File: config.mk
export PLATFORM = sky130hd
export DESIGN_NAME = controller_poll_scheduler_m_flat
export DESIGN_NICKNAME = d
export VERILOG_FILES = /design/src/rtl/controller_poll_pkg.sv /design/src/rtl/controller_poll_scheduler_m_if.sv /design/src/rtl/poll_timer_m.sv /design/src/rtl/controller_poll_scheduler_m.sv /design/src/flat_wrapper.sv
export SDC_FILE = /design/constraint.sdc
export NUM_CORES = 1
export LEC_CHECK = 0
export CORE_MARGIN = 1
export CORE_UTILIZATION = 53
export CTS_CLUSTER_DIAMETER = 30
export DETAILED_ROUTE_END_ITERATION = 8
export PLACE_DENSITY_LB_ADDON = 0.1
export SYNTH_ARGS = -nofsm -noshare
export SYNTH_HDL_FRONTEND = slang
export SYNTH_SLANG_ARGS = --single-unit
File: constraint.sdc
create_clock -name clk_1 -period 2.3 [get_ports clk_1]
set_input_delay 0.69 -clock clk_1 [delete_from_list [all_inputs] [get_ports clk_1]]
set_output_delay 0.69 -clock clk_1 [all_outputs]
set_load 0.005 [all_outputs]
File: src/rtl/controller_poll_pkg.sv
// rtl/controller_poll_pkg.sv - shared state encoding and CPU register map for the poll scheduler
package controller_poll_pkg;

    typedef enum logic [1:0] {
        IDLE    = 2'd0,
        START   = 2'd1,
        SETTLE  = 2'd2,
        CAPTURE = 2'd3
    } state_t;

    localparam logic [1:0] ADDR_BTN1 = 2'd0;
    localparam logic [1:0] ADDR_BTN2 = 2'd1;
    localparam logic [1:0] ADDR_PRS1 = 2'd2;
    localparam logic [1:0] ADDR_PRS2 = 2'd3;

endpackage

File: src/rtl/controller_poll_scheduler_m_if.sv
// rtl/controller_poll_scheduler_m_if.sv - controller-interface and CPU read bus bundle
interface controller_poll_scheduler_m_if;

    logic       ci_start;
    logic [7:0] ci_data_1;
    logic [7:0] ci_data_2;
    logic [1:0] cpu_addr;
    logic       cpu_rd;
    logic [7:0] cpu_rdata;

    modport master (
        input  ci_start, cpu_rdata,
        output ci_data_1, ci_data_2, cpu_addr, cpu_rd
    );

    modport slave (
        output ci_start, cpu_rdata,
        input  ci_data_1, ci_data_2, cpu_addr, cpu_rd
    );

endinterface

File: src/rtl/poll_timer_m.sv
// rtl/poll_timer_m.sv - 8-bit loadable down-counter; done is high on the last counted cycle
module poll_timer_m (
    input  logic       clk_1,
    input  logic       rst_n,
    input  logic       load,
    input  logic [7:0] load_val,
    output logic       done
);

    logic [7:0] count;

    always_ff @(posedge clk_1 or negedge rst_n) begin
        if (!rst_n) begin
            count <= 8'd0;
        end else if (load) begin
            count <= load_val;
        end else if (count != 8'd0) begin
            count <= count - 8'd1;
        end
    end

    // A load of N yields exactly N cycles in the following state.
    assign done = (count == 8'd1);

endmodule

File: src/rtl/controller_poll_scheduler_m.sv
// rtl/controller_poll_scheduler_m.sv - per-frame controller poll FSM and CPU button registers (optional IRQ: CONTROLLER_POLL_SCHEDULER_IRQ_EN)
module controller_poll_scheduler_m
    import controller_poll_pkg::*;
#(
    parameter int START_CYCLES  = 9,
    parameter int SETTLE_CYCLES = 8,
    parameter int FRAME_DIV     = 1
) (
    input  logic                          clk_1,
    input  logic                          rst_n,
    input  logic                          vsync,
    input  logic                          enable,
    controller_poll_scheduler_m_if.slave  bus,
    output logic                          busy,
    output logic                          overrun,
    output logic                          irq_B
);

    state_t     state;
    logic [3:0] frame_cnt;
    logic       pending;
    logic       trigger;
    logic       launch;
    logic       capture;
    logic       timer_load;
    logic [7:0] timer_val;
    logic       timer_done;
    logic [7:0] buttons1, buttons2;
    logic [7:0] pressed1, pressed2;
    logic [7:0] pressed1_next, pressed2_next;

    assign trigger = vsync && (frame_cnt == 4'(FRAME_DIV - 1));
    // A trigger landing in IDLE launches at once so latency is 1 + START + SETTLE + 1.
    assign launch  = (state == IDLE) && enable && (pending || trigger);
    assign capture = (state == CAPTURE);

    assign timer_load = launch || ((state == START) && timer_done);
    assign timer_val  = launch ? 8'(START_CYCLES) : 8'(SETTLE_CYCLES);

    poll_timer_m u_timer (
        .clk_1    (clk_1),
        .rst_n    (rst_n),
        .load     (timer_load),
        .load_val (timer_val),
        .done     (timer_done)
    );

    always_ff @(posedge clk_1 or negedge rst_n) begin
        if (!rst_n) begin
            state <= IDLE;
        end else begin
            case (state)
                IDLE:    if (launch)     state <= START;
                START:   if (timer_done) state <= SETTLE;
                SETTLE:  if (timer_done) state <= CAPTURE;
                default:                 state <= IDLE;
            endcase
        end
    end

    always_ff @(posedge clk_1 or negedge rst_n) begin
        if (!rst_n) begin
            frame_cnt <= 4'd0;
            pending   <= 1'b0;
            overrun   <= 1'b0;
        end else begin
            if (vsync) frame_cnt <= trigger ? 4'd0 : frame_cnt + 4'd1;
            if (launch)                 pending <= 1'b0;
            else if (trigger && enable) pending <= 1'b1;
            if (trigger && pending) overrun <= 1'b1;
        end
    end

    // A clearing read coinciding with capture keeps only the freshly detected edges.
    always_comb begin
        pressed1_next = pressed1;
        pressed2_next = pressed2;
        if (bus.cpu_rd && (bus.cpu_addr == ADDR_PRS1)) pressed1_next = 8'd0;
        if (bus.cpu_rd && (bus.cpu_addr == ADDR_PRS2)) pressed2_next = 8'd0;
        if (capture) begin
            pressed1_next = pressed1_next | (bus.ci_data_1 & ~buttons1);
            pressed2_next = pressed2_next | (bus.ci_data_2 & ~buttons2);
        end
    end

    always_ff @(posedge clk_1 or negedge rst_n) begin
        if (!rst_n) begin
            buttons1 <= 8'd0;
            buttons2 <= 8'd0;
            pressed1 <= 8'd0;
            pressed2 <= 8'd0;
        end else begin
            if (capture) begin
                buttons1 <= bus.ci_data_1;
                buttons2 <= bus.ci_data_2;
            end
            pressed1 <= pressed1_next;
            pressed2 <= pressed2_next;
        end
    end

    always_comb begin
        case (bus.cpu_addr)
            ADDR_BTN1: bus.cpu_rdata = buttons1;
            ADDR_BTN2: bus.cpu_rdata = buttons2;
            ADDR_PRS1: bus.cpu_rdata = pressed1;
            default:   bus.cpu_rdata = pressed2;
        endcase
    end

    assign bus.ci_start = (state == START);
    assign busy         = (state != IDLE);

`ifdef CONTROLLER_POLL_SCHEDULER_IRQ_EN
    assign irq_B = ~(|(pressed1 | pressed2));
`else
    assign irq_B = 1'b1;
`endif

endmodule

File: src/flat_wrapper.sv
// flat-port wrapper written by rule: the top's interface ports become plain ports
module controller_poll_scheduler_m_flat import controller_poll_pkg::*;
#(
    parameter int START_CYCLES  = 9,
    parameter int SETTLE_CYCLES = 8,
    parameter int FRAME_DIV     = 1
)
  (clk_1, rst_n, vsync, enable, busy, overrun, irq_B, bus_ci_start, bus_cpu_rdata, bus_ci_data_1, bus_ci_data_2, bus_cpu_addr, bus_cpu_rd);
  controller_poll_scheduler_m_if bus_i ();
  input  logic clk_1;
  input  logic rst_n;
  input  logic vsync;
  input  logic enable;
  output logic busy;
  output logic overrun;
  output logic irq_B;
  output wire logic [$bits(bus_i.ci_start)-1:0] bus_ci_start;
  output wire logic [$bits(bus_i.cpu_rdata)-1:0] bus_cpu_rdata;
  input wire logic [$bits(bus_i.ci_data_1)-1:0] bus_ci_data_1;
  input wire logic [$bits(bus_i.ci_data_2)-1:0] bus_ci_data_2;
  input wire logic [$bits(bus_i.cpu_addr)-1:0] bus_cpu_addr;
  input wire logic [$bits(bus_i.cpu_rd)-1:0] bus_cpu_rd;
  assign bus_ci_start = bus_i.ci_start;
  assign bus_cpu_rdata = bus_i.cpu_rdata;
  assign bus_i.ci_data_1 = bus_ci_data_1;
  assign bus_i.ci_data_2 = bus_ci_data_2;
  assign bus_i.cpu_addr = bus_cpu_addr;
  assign bus_i.cpu_rd = bus_cpu_rd;
  controller_poll_scheduler_m #(.START_CYCLES(START_CYCLES), .SETTLE_CYCLES(SETTLE_CYCLES), .FRAME_DIV(FRAME_DIV)) u_core (.clk_1(clk_1), .rst_n(rst_n), .vsync(vsync), .enable(enable), .bus(bus_i), .busy(busy), .overrun(overrun), .irq_B(irq_B));
endmodule
==> results.json, run 1 <==
{
  "clk_latency_ns": 0.30,
  "synth_ff_type": "dfrtp_1",
  "area_growth_pct": 26.0,
  "worst-path-max-fanout": 3,
  "ctsHoldBuffers": 0,
  "fin_util": 0.703,
  "grt_max_degree": 33,
  "crit_family": "multiplexers",
  "cts.sinks": 48,
  "startpoint_type": "input pin",
  "dieArea_um2": 4540,
  "endpoint_kind": "output port",
  "switching_share": 0.355,
  "maxCapViolCount": 0,
  "postRouteAntennaNets": 0,
  "tightest_slew_ns": 0.553,
  "final_cell_mix": "48 x dfrtp_1, 35 x nand2_1, 35 x o21ai_0",
  "cp.buffers_inverters": 4,
  "cts_tree": "built",
  "crit_arrival_ns": 1.59,
  "fin_nets": 294,
  "p_per_area_nw_per_um2": 1180,
  "finalCritPeriodShare": 0.993,
  "antenna_cells": 0,
  "root_buffer": "clkbuf_8",
  "layout_commonest_cell": "dfrtp_1",
  "die_w_um": 67.4,
  "setup_tns_ns": 0,
  "crit_start": "bus_cpu_addr[1]",
  "setup_viol_count_final": 0,
  "max_freq_mhz": 438,
  "r2r_start": "u_core.u_timer.count[4]",
  "critical_path_depth": 5,
  "reg2regPathDepth": 4,
  "min_period_ns": 2.28,
  "synthArstFlopShare": 1.00,
  "required_ns": 1.61,
  "critical_path_class": "in -> out",
  "dp.cells": 304,
  "hold_viol": 0,
  "yosysSeqAreaShare": 0.531,
  "ys_types": 38,
  "synth_top_area_frac": 0.531,
  "num-fill-cells": 316,
  "rsz0062_at_grt": "true",
  "start_util": 0.558,
  "syn_inst": 213,
  "clk_pin_slew_worst_paths_ns": 0.08,
  "ys_ff_latch": 48,
  "synth_area_leader_cell": "dfrtp_1",
  "skew_ns": 0.00471,
  "p_int_mw": 2.17,
  "cts_buffers": 5,
  "grt_overflow": 0,
  "gp_congestion": 0.749,
  "clock_path_buffers": 2,
  "cp_common_cell": "buf_6",
  "synth_nets": 244,
  "synth-edff-count": 0,
  "coreArea_um2": 4060,
  "critPathMaxStageDelay_ns": 0.50,
  "path_cells": "buf_8 -> buf_6 -> buf_6 -> mux4_2 -> buf_6",
  "antenna_found_initial": 0,
  "ys_top_cells_by_area": "dfrtp_1 53%, mux4_2 8.0%, o21ai_0 7.7%",
  "chipHeight_um": 67.4,
  "r2r_end": "u_core.state[1]",
  "avgSynthCellArea_um2": 10.6,
  "portBuffers": 33,
  "crit_slowest_cell": "mux4_2",
  "ioPinCount": 35,
  "wl_per_cell_um": 14.1,
  "fin_cells": 314,
  "regToRegSetupSlack_ns": 0.60,
  "cp-endpoint": "bus_cpu_rdata[3]",
  "drt_first_pass_iters": 4,
  "synthesis.area_um2": 2260,
  "maxSlewHeadroom": 0.632,
  "wirelength_mm": 4.41,
  "grt_pass1_vias": 1644,
  "combPwrFrac": 0.380,
  "drc": 0,
  "grt_pass1_wl_mm": 7.41,
  "hp-class": "in -> async",
  "num_rows": 23,
  "hold_ws_ns": 0.366,
  "clockPowerShare": 0.153,
  "outcome": "finished, final reports clean",
  "final_max_slew_viol_count": 0,
  "seqPwrFrac": 0.467,
  "switchingPower_mw": 1.19,
  "dp_hpwl_mm": 3.15,
  "drive_gt1_frac": 0.178,
  "vias": 1672,
  "yosysWarnings": 0,
  "ir_drop_uv": 574,
  "drt_iter0_drc": 84,
  "h-tree-depth": 2,
  "leakage_nw": 1.32,
  "vias_per_cell": 5.32,
  "grtUsageTotal": 0.228
}
cell usage after synthesis, drive strengths merged, types with 2 or more instances:
library cell / count
a21oi: 4
ha: 8
nand3b: 2
nand2: 36
a31oi: 2
mux4: 8
nand4: 2
o21ai: 35
nor4: 2
clkbuf: 3
dfrtp: 48
xnor2: 4
buf: 3
a211oi: 2
inv: 25
nor3: 2
nor2: 10
power by group through the flow:
stage / Clock (mW) / Combinational (mW) / Sequential [mW]
global placement: 0 / 1.25 / 1.57
CTS: 0.532 / 1.26 / 1.57
global route: 0.568 / 1.47 / 1.62
floorplan: 0 / 0.857 / 1.49
detailed placement: 0 / 1.30 / 1.58
finish: 0.515 / 1.28 / 1.57
kinds of logic after synthesis:
| kind of cell | count (synthesis) | synth area share |
|---|---|---|
| and+or+nand+nor | 62 | 0.140 |
| xor gates and xnor gates | 5 | 0.0193 |
| AOI/OAI and AO/OA | 48 | 0.121 |
| adders and majority gates | 8 | 0.0442 |
| DFF | 48 | 0.531 |
| muxes | 10 | 0.0890 |
| other | 1 | 0.00166 |
| buffers and inverters | 31 | 0.0542 |
final cells by class:
class	instances	area [µm²]	share of cell area
well taps	50	62.6	0.0219
clock inverters	2	10.0	0.00351
flip-flops and latches	48	1200	0.421
clock buffers	6	82.6	0.0289
repair buffers	49	458	0.161
multi-input cells	134	945	0.331
inverters	25	93.8	0.0329
how the worst min path moves through the flow:
stage	end	slack [ns]	cells past startpoint
3_3_place_gp	u_core.overrun	0.44	1
4_1_cts	u_core.pressed1[0]	0.37	1
2_1_floorplan	u_core.buttons1[0]	0.39	0
6_report	u_core.buttons2[5]	0.37	1
5_1_grt	u_core.buttons2[5]	0.39	1
3_5_place_dp	u_core.frame_cnt[3]	0.46	1
what timing repair did:
action,4_1_cts,5_1_grt
endpoints found under the hold margin,0,0
buffers inserted,1,1
gates resized for setup,34,4
pin swaps,0,0
setup endpoints to repair,8,3
sequential cells by signal (all words and copies together), names as in the netlist:
name / count
u_core.u_timer.count: 8
u_core.buttons2: 8
u_core.overrun: 1
u_core.frame_cnt: 4
u_core.pending: 1
u_core.state: 2
u_core.buttons1: 8
u_core.pressed1: 8
u_core.pressed2: 8
through the flow:
step	area (µm²)	total power, mW	setup WS, ns
detailed placement	2730	2.87	-0.804
finish	2850	3.36	0.0162
global placement	2730	2.82	-0.732
CTS	2830	3.36	0.0180
global route	2850	3.65	-0.0124
floorplan	2260	2.34	0.171
layer usage:
metal  track usage  vias to the layer above  share of wire
met5             0                        -              0
met1         0.290                      801           0.48
met4         0.114                        0          0.029
li1              -                      824              -
met3        0.0574                       12          0.039
met2         0.361                       35           0.45
worst register-to-register path, delay by kind of cell (launching register included):
kind	cells	cell delay, ns
flops	1	0.48
compound gates	2	0.31
simple gates	1	0.47
mux	1	0.32
Note: power is estimated with default switching activity, not from simulation.
==> inputs of run 2 (changes only) <==
GPL_ROUTABILITY_DRIVEN = 0   (was unset)
TNS_END_PERCENT = 10   (was unset)
==> results.json, run 2 (synthesis results as in run 1) <==
{
  "wl_per_cell_um": 14.0,
  "final_cell_mix": "48 x dfrtp_1, 35 x nand2_1, 35 x o21ai_0",
  "fin_area_um2": 2840,
  "grtUsageMet3": 0.0574,
  "grt_max_degree": 33,
  "ir_drop_uv": 571,
  "dp_hpwl_mm": 3.15,
  "drt_first_pass_iters": 4,
  "met1_usage": 0.290,
  "chipHeight_um": 67.4,
  "coreArea_um2": 4060,
  "layout_commonest_cell": "dfrtp_1",
  "postRouteAntennaNets": 0,
  "grt-busiest-layer": "met2",
  "max_freq_mhz": 439,
  "startpoint_type": "input pin",
  "fin_nets": 294,
  "maxSlewHeadroom": 0.632,
  "drc": 0,
  "root_buffer": "clkbuf_8",
  "final_max_slew_viol_count": 0,
  "cts.sinks": 48,
  "vias_per_cell": 5.35,
  "vias": 1680,
  "clk_latency_ns": 0.30,
  "worst-path-max-fanout": 3,
  "skew_ns": 0.00500,
  "area_growth_pct": 25.6,
  "min_period_ns": 2.28,
  "required_ns": 1.61,
  "start_util": 0.558,
  "dieArea_um2": 4540,
  "h-tree-depth": 2,
  "die_w_um": 67.4,
  "seqCellArea_um2": 1200,
  "place_area_um2": 2730,
  "grtUsageMet2": 0.361,
  "leakage_nw": 1.32,
  "portBuffers": 33,
  "antenna_cells": 0,
  "maxCapViolCount": 0,
  "clk_pin_slew_worst_paths_ns": 0.08,
  "clock_path_buffers": 2,
  "cts_tree": "built",
  "antenna_found_initial": 0,
  "setup_viol_count_final": 0,
  "multiInputGateArea_um2": 945,
  "dp.cells": 304,
  "total_power_mw": 3.34,
  "crit_arrival_ns": 1.59,
  "setup_tns_ns": 0,
  "drt_iter0_drc": 76,
  "ioPinCount": 35,
  "num-fill-cells": 320,
  "endpoint_kind": "output port",
  "cts_buffers": 5,
  "finalCritPeriodShare": 0.990,
  "hold_viol": 0,
  "hp-class": "in -> async",
  "rsz0062_at_grt": "true",
  "tightest_slew_ns": 0.552,
  "drive_gt1_frac": 0.178,
  "ctsHoldBuffers": 0,
  "critical_path_class": "in -> out",
  "outcome": "finished, final reports clean",
  "grt_pass1_vias": 1644,
  "num_rows": 23,
  "grtUsageTotal": 0.228,
  "wirelength_mm": 4.40,
  "grt_pass1_wl_mm": 7.41,
  "grt_overflow": 0,
  "p_per_area_nw_per_um2": 1180,
  "fin_cells": 314
}
-- run 2: changes by cell type in the layout (fill, tap and decap cells not counted) --
cell   before  now
buf_2       2    3
buf_8       1    0
-- run 2: final timing paths --
path / startpoint / to / slack, ns / cells past startpoint
min in group clk_1: u_core.overrun / u_core.overrun / 0.47 / 1
max in group asynchronous: rst_n / u_core.pressed2[6] / 1.30 / 2
hold reg to reg: u_core.overrun / u_core.overrun / 0.47 / 1
setup / recovery: bus_cpu_addr[1] / bus_cpu_rdata[3] / 0.02 / 5
hold / removal: rst_n / u_core.buttons2[5] / 0.37 / 1
setup reg to reg: u_core.u_timer.count[4] / u_core.state[1] / 0.61 / 4
-- run 2: repair_timing --
item / 4_1_cts / 5_1_grt
gates cloned: 0 / 0
setup endpoints to repair: 8 / 5
hold endpoints to repair: 0 / 0
setup buffers: 1 / 1
gates resized for setup: 32 / 4
-- run 2: final cells by class --
cell class	instances	area share
clock buffers	6	0.0290
repair buffers	49	0.158
clock inverters	2	0.00352
flip-flops and latches	48	0.423
multi-input cells	134	0.332
inverters	25	0.0330
well taps	50	0.0220
-- run 2: worst max-delay path, cell delays in order --
cell	delay (ns)
buf_6	0.08
buf_6	0.09
buf_6	0.11
mux4_2	0.48
buf_2	0.14
-- run 2: routing by layer --
| metal | wire length (µm) | up-vias |
|---|---|---|
| met5 | 0 | - |
| met4 | 127 | 0 |
| met3 | 226 | 12 |
| met2 | 2040 | 44 |
| met1 | 2000 | 798 |
| li1 | - | 826 |
-- run 2: stage by stage --
step	setup slack [ns]	util	hold WS, ns
after CTS	0.0148	0.697	0.374
final	0.0240	0.701	0.367
after global placement	-0.732	0.672	0.443
after detailed placement	-0.804	0.672	0.461
after floorplan	0.171	-	0.394
after global routing	-0.0140	0.701	0.387
-- run 2: report_power, final --
part,total [mW],internal (mW),switching (mW),leakage (nW)
combinational,1.26,0.676,0.586,0.670
sequential,1.57,1.24,0.324,0.596
clock,0.513,0.240,0.272,0.0510
total,3.34,2.16,1.18,1.32
==> inputs of run 3 (changes only) <==
CTS_CLUSTER_SIZE = 16   (was unset)
==> results of run 3 <==
Final layout, timing and power as in run 2 (identical DEF).
==> edit 1, RTL diff (config.mk and constraints of run 3) <==
Add a define of `CONTROLLER_POLL_SCHEDULER_IRQ_EN`.
--- a/src/rtl/controller_poll_scheduler_m.sv
+++ b/src/rtl/controller_poll_scheduler_m.sv
@@ -1,2 +1,4 @@
 // rtl/controller_poll_scheduler_m.sv - per-frame controller poll FSM and CPU button registers (optional IRQ: CONTROLLER_POLL_SCHEDULER_IRQ_EN)
+`define CONTROLLER_POLL_SCHEDULER_IRQ_EN
+
 module controller_poll_scheduler_m
Formal check against the unedited RTL: no difference found for any inputs over 10 cycles, from zero or initial values and one cycle with rst_n low; that may be too few to reach the edited logic, so the function may still have changed.
==> edit 1 against run 3 <==
- global-route usage up 1.4 points
- power increased by 3.8%
- setup slack lost 14 ps
- fmax is 0.60% lower
- wire length is 8.1% higher
- non-clock buffer count is 3 higher
- final area rose by 1.8%
- sequential cell count unchanged
- area after synthesis grew 0.72%
- register-to-register slack got worse by 110 ps
- largest cell class unchanged
==> edit 1: results (changes against run 3) <==
global_route:
  grt_pass1_wl_um: 8000  # +7.9%
  antenna_found_initial: 0  # unchanged
  grt_pass1_vias: 1729  # +5.2%
  grtUsageTotal_pct: 24.2  # +1.4 points
synthesis:
  post_synth_main_area_contributors: "dfrtp_1 53%, o21ai_0 7.9%, mux4_2 7.9%, nand2_1 6.3%, ha_1 4.4%"
  synth_cell_types: 31  # -18%
  avgSynthCellArea_um2: 10.3  # -2.9%
  syn_nets: 252  # +3.3%
  synthTopCellsByCount: "48 x dfrtp_1, 38 x nand2_1, 36 x o21ai_0, 25 x inv_1, 9 x nor2_1"
  ys_seq_area_share_pct: 52.7  # -0.38 points
drt:
  wl_um: 4760  # +8.1%
  drtIter0Drc: 172  # +130%
  dr_total_vias: 1825  # +8.6%
timing:
  hold-worst-slack_ps: 372  # +5.02 ps
  relSlewSlack_pct: 63.0  # -0.19 points
  finClkSkew_ps: 6.07  # +1.07 ps
layout:
  num_antenna_cells: 0  # unchanged
  layoutNonFillerInstCount: 326  # +3.8%
  drive_gt1_share_pct: 18.8  # +1.0 points
  fin_nets: 306  # +4.1%
  nFillCells: 303  # -5.3%
placement:
  dp_hpwl_um: 3240  # +3.0%
  io_buffer_count: 34  # +3.0%
setup_path:
  crit_fanout: 6  # +3
  reg2reg_slack_ps: 500  # -110 ps
  reg2reg_to: "u_core.u_timer.count[6]"
  reg2reg_depth: 6  # +2
  critPathTopFamily: "multiplexers"
clock_tree:
  cts-root-buf: "clkbuf_8"
power:
  p_sw_share_pct: 37.3  # +1.9 points
  peakVddDrop_mv: 0.624  # +9.2%
  p_leak_uw: 0.00133  # +0.98%
status:
  status: "complete, no violations"
-- edit 1: cell count changes after synthesis, moves of 2 or more --
cell and delta:
o211ai_1 +2, nor4_1 +5, a21o_1 +2, nand3_1 +2, buf_2 -2, clkbuf_1 +2, nand2_1 +3
-- edit 1: area by class of cell --
| cell class | count | area [um2] | share of cell area, % |
|---|---|---|---|
| Sequential cell | 48 | 1200 | 41.5 |
| Multi-Input combinational cell | 143 | 983 | 34.0 |
| Timing Repair Buffer | 52 | 458 | 15.8 |
| Inverter | 25 | 93.8 | 3.24 |
| Tap cell | 50 | 62.6 | 2.16 |
| Clock buffer | 7 | 86.3 | 2.98 |
| Clock inverter | 1 | 7.51 | 0.260 |
-- edit 1: logic make-up (layout without fill, tap and decap cells) --
group / after synthesis / after routing / share of synthesized area (%)
fa+ha+maj: 8 / 8 / 4.39
compound gates: 52 / 52 / 12.8
xor+xnor: 4 / 4 / 1.54
mux: 9 / 9 / 8.40
flops: 48 / 48 / 52.7
buf+inv: 30 / 85 / 4.94
simple gates: 70 / 70 / 15.3
-- edit 1: worst max path at each step --
stage	cells after the start	startpoint	to
floorplan	2	bus_cpu_addr[0]	bus_cpu_rdata[4]
global placement	4	bus_cpu_addr[1]	bus_cpu_rdata[2]
detailed placement	4	bus_cpu_addr[1]	bus_cpu_rdata[2]
CTS	5	bus_cpu_addr[1]	bus_cpu_rdata[2]
global route	4	u_core.state[0]	busy
finish	5	bus_cpu_addr[1]	bus_cpu_rdata[2]
-- edit 1: power groups by stage --
stage	sequential [uW]	clock [uW]	combinational, uW
3_5_place_dp	1620	0	1320
2_1_floorplan	1510	0	886
6_report	1630	521	1320
4_1_cts	1610	532	1320
3_3_place_gp	1610	0	1270
5_1_grt	1670	564	1530
-- edit 1: timing repair --
action / in CTS / in global routing
hold buffers: 0 / 0
pin swaps: 3 / 0
resized for setup: 40 / 5
endpoints found under the setup margin: 10 / 7
setup buffers: 6 / 0
-- edit 1: per-layer routing --
layer	share of wire (%)	vias up	track usage [%]
met5	0	-	0
met3	5.6	19	5.57
met2	45	65	37.6
met1	47	867	32.4
met4	3.0	0	10.4
li1	-	874	-
-- edit 1: worst register-to-register path: stages, from the launching register on --
cell and delay (ps):
dfrtp_1 420, inv_1 100, ha_1 220, or3b_2 500, nor4_1 240, xnor2_1 160
nor2_1 50
-- edit 1: stage by stage --
step | power, uW | worst slack, ps | cell area [um2]
after floorplan | 2390 | 11.1 | 2280
after global placement | 2880 | -704 | 2760
after detailed placement | 2930 | -696 | 2760
after CTS | 3460 | -0.102 | 2880
after global routing | 3760 | -32.3 | 2890
final | 3470 | 10.2 | 2890
==> edit 2, RTL diff (settings of run 3) <==
Without the edit above. Reset style: synchronous (`rst_n`), changed in 4 clocked blocks.
--- a/src/rtl/poll_timer_m.sv
+++ b/src/rtl/poll_timer_m.sv
@@ -11,3 +11,3 @@
 
-    always_ff @(posedge clk_1 or negedge rst_n) begin
+    always_ff @(posedge clk_1) begin
         if (!rst_n) begin
--- a/src/rtl/controller_poll_scheduler_m.sv
+++ b/src/rtl/controller_poll_scheduler_m.sv
@@ -47,3 +47,3 @@
 
-    always_ff @(posedge clk_1 or negedge rst_n) begin
+    always_ff @(posedge clk_1) begin
         if (!rst_n) begin
@@ -60,3 +60,3 @@
 
-    always_ff @(posedge clk_1 or negedge rst_n) begin
+    always_ff @(posedge clk_1) begin
         if (!rst_n) begin
@@ -85,3 +85,3 @@
 
-    always_ff @(posedge clk_1 or negedge rst_n) begin
+    always_ff @(posedge clk_1) begin
         if (!rst_n) begin
Function: differs if rst_n is asserted again (counterexample within 4 cycles, from zero or initial values and one cycle with rst_n low); with rst_n held inactive, the same outputs for 10 cycles.
==> edit 2 against run 3 <==
- setup slack worse by 6.4 ps
- power is 29% lower
- wire length is 2.0% lower
- die area is 2.4% higher
- final area is 0.88% higher
- area after synthesis is 2.5% higher
- sequential cell count stayed put
- combinational power is 32% lower
- first-iteration DRC count is 18% lower
- register-to-register slack hardly changed
- critical endpoint is now bus_cpu_rdata[7]
==> edit 2: results (changes against run 3) <==
global_route:
  grt_pass1_wl_um: 6850  # -7.5%
  antenna_found_initial: 0  # unchanged
  grt_pass1_vias: 1598  # -2.8%
  grt_max_degree: 29  # -12%
  grtUsageTotal_pct: 20.2  # -2.7 points
drt:
  wl_um: 4310  # -2.0%
  dr.pass1.iters: 4  # unchanged
  drtIter0Drc: 62  # -18%
  viasPerCell: 5.48  # +2.5%
synthesis:
  ys.flop_type: "dfxtp_1"
  synth_warnings: 0  # unchanged
  synthArstFlopShare_pct: 0  # -100 points
  avgSynthCellArea_um2: 10.0  # -5.5%
  synthTopCellsByCount: "48 x dfxtp_1, 33 x nor2b_1, 23 x inv_1, 18 x mux2i_1, 15 x a32oi_1"
  post_synth_main_area_contributors: "dfxtp_1 41%, nor2b_1 8.9%, mux2i_1 7.8%, mux4_2 7.8%, a32oi_1 5.7%"
  syn_nets: 262  # +7.4%
  ys_seq_area_share_pct: 41.4  # -12 points
  synth_cell_types: 42  # +11%
placement:
  dp_cells: 316  # +3.9%
  dp_hpwl_um: 3070  # -2.6%
  placed_cell_area_um2: 2760  # +1.3%
timing:
  finClkSkew_ps: 5.53  # +0.534 ps
  hold-worst-slack_ps: 492  # +125 ps
  relSlewSlack_pct: 65.1  # +1.9 points
status:
  status: "complete, no violations"
layout:
  fin_nets: 308  # +4.8%
  num_antenna_cells: 0  # unchanged
  layoutNonFillerInstCount: 327  # +4.1%
  nFillCells: 315  # -1.6%
  drive_gt1_share_pct: 16.6  # -1.2 points
clock_tree:
  cts_inserted_buffers: 5  # unchanged
  cts-root-buf: "clkbuf_8"
flow_run:
  drv_cap: 0  # unchanged
power:
  p_leak_uw: 0.00104  # -21%
  peakVddDrop_mv: 0.443  # -22%
setup_path:
  reg2reg_slack_ps: 610  # about the same
  crit_fanout: 5  # +2
min_path:
  hold_class: "reg -> reg"
-- edit 2: what timing repair did --
action,in CTS,in global routing
setup endpoints to repair,8,7
setup buffers,4,0
gates resized for setup,36,3
-- edit 2: logic make-up after synthesis --
logic type | count (synthesis) | synth area share (%)
compound gates | 41 | 13.4
other cells | 1 | 0.162
flops | 48 | 41.4
xor+xnor | 3 | 1.13
fa+ha+maj | 8 | 4.32
mux | 26 | 15.5
simple gates | 70 | 18.3
buf+inv | 34 | 5.77
-- edit 2: path summary, 6_finish.rpt --
kind,start,endpoint,cells past startpoint
setup / recovery,bus_cpu_addr[0],bus_cpu_rdata[7],6
setup reg to reg,u_core.u_timer.count[0],u_core.u_timer.count[6],5
hold / removal,u_core.overrun,u_core.overrun,2
hold reg to reg,u_core.overrun,u_core.overrun,2
-- edit 2: area by class of cell --
class,count,share of cell area [%]
sequential,48,33.6
clock buffer,6,2.53
inverter,23,3.01
tap,50,2.18
multi-input combinational,149,42.7
clock inverter,1,0.175
timing repair buffer,50,15.8
-- edit 2: routing by layer --
layer | GRT usage, % | wire length, um
met1 | 26.2 | 2190
met2 | 31.9 | 1900
met3 | 4.17 | 163
met4 | 9.64 | 61
met5 | 0 | 0
-- edit 2: through the flow --
step           util [%]  worst slack [ps]
2_1_floorplan         -              48.5
3_3_place_gp       67.6              -691
3_5_place_dp       67.6              -703
4_1_cts            70.2              13.8
5_1_grt            70.2             -23.8
6_report           70.2              17.6
-- edit 2: worst max-delay path: stages --
cell and delay (ps):
buf_8 100, buf_6 120, buf_4 130, buf_4 120, mux4_2 290, buf_2 140
-- edit 2: where the power goes --
part | internal, uW | leakage [uW] | switching, uW | total, uW
clock network | 207 | 0.0000410 | 260 | 467
registers | 933 | 0.000389 | 109 | 1040
logic | 444 | 0.000612 | 407 | 851
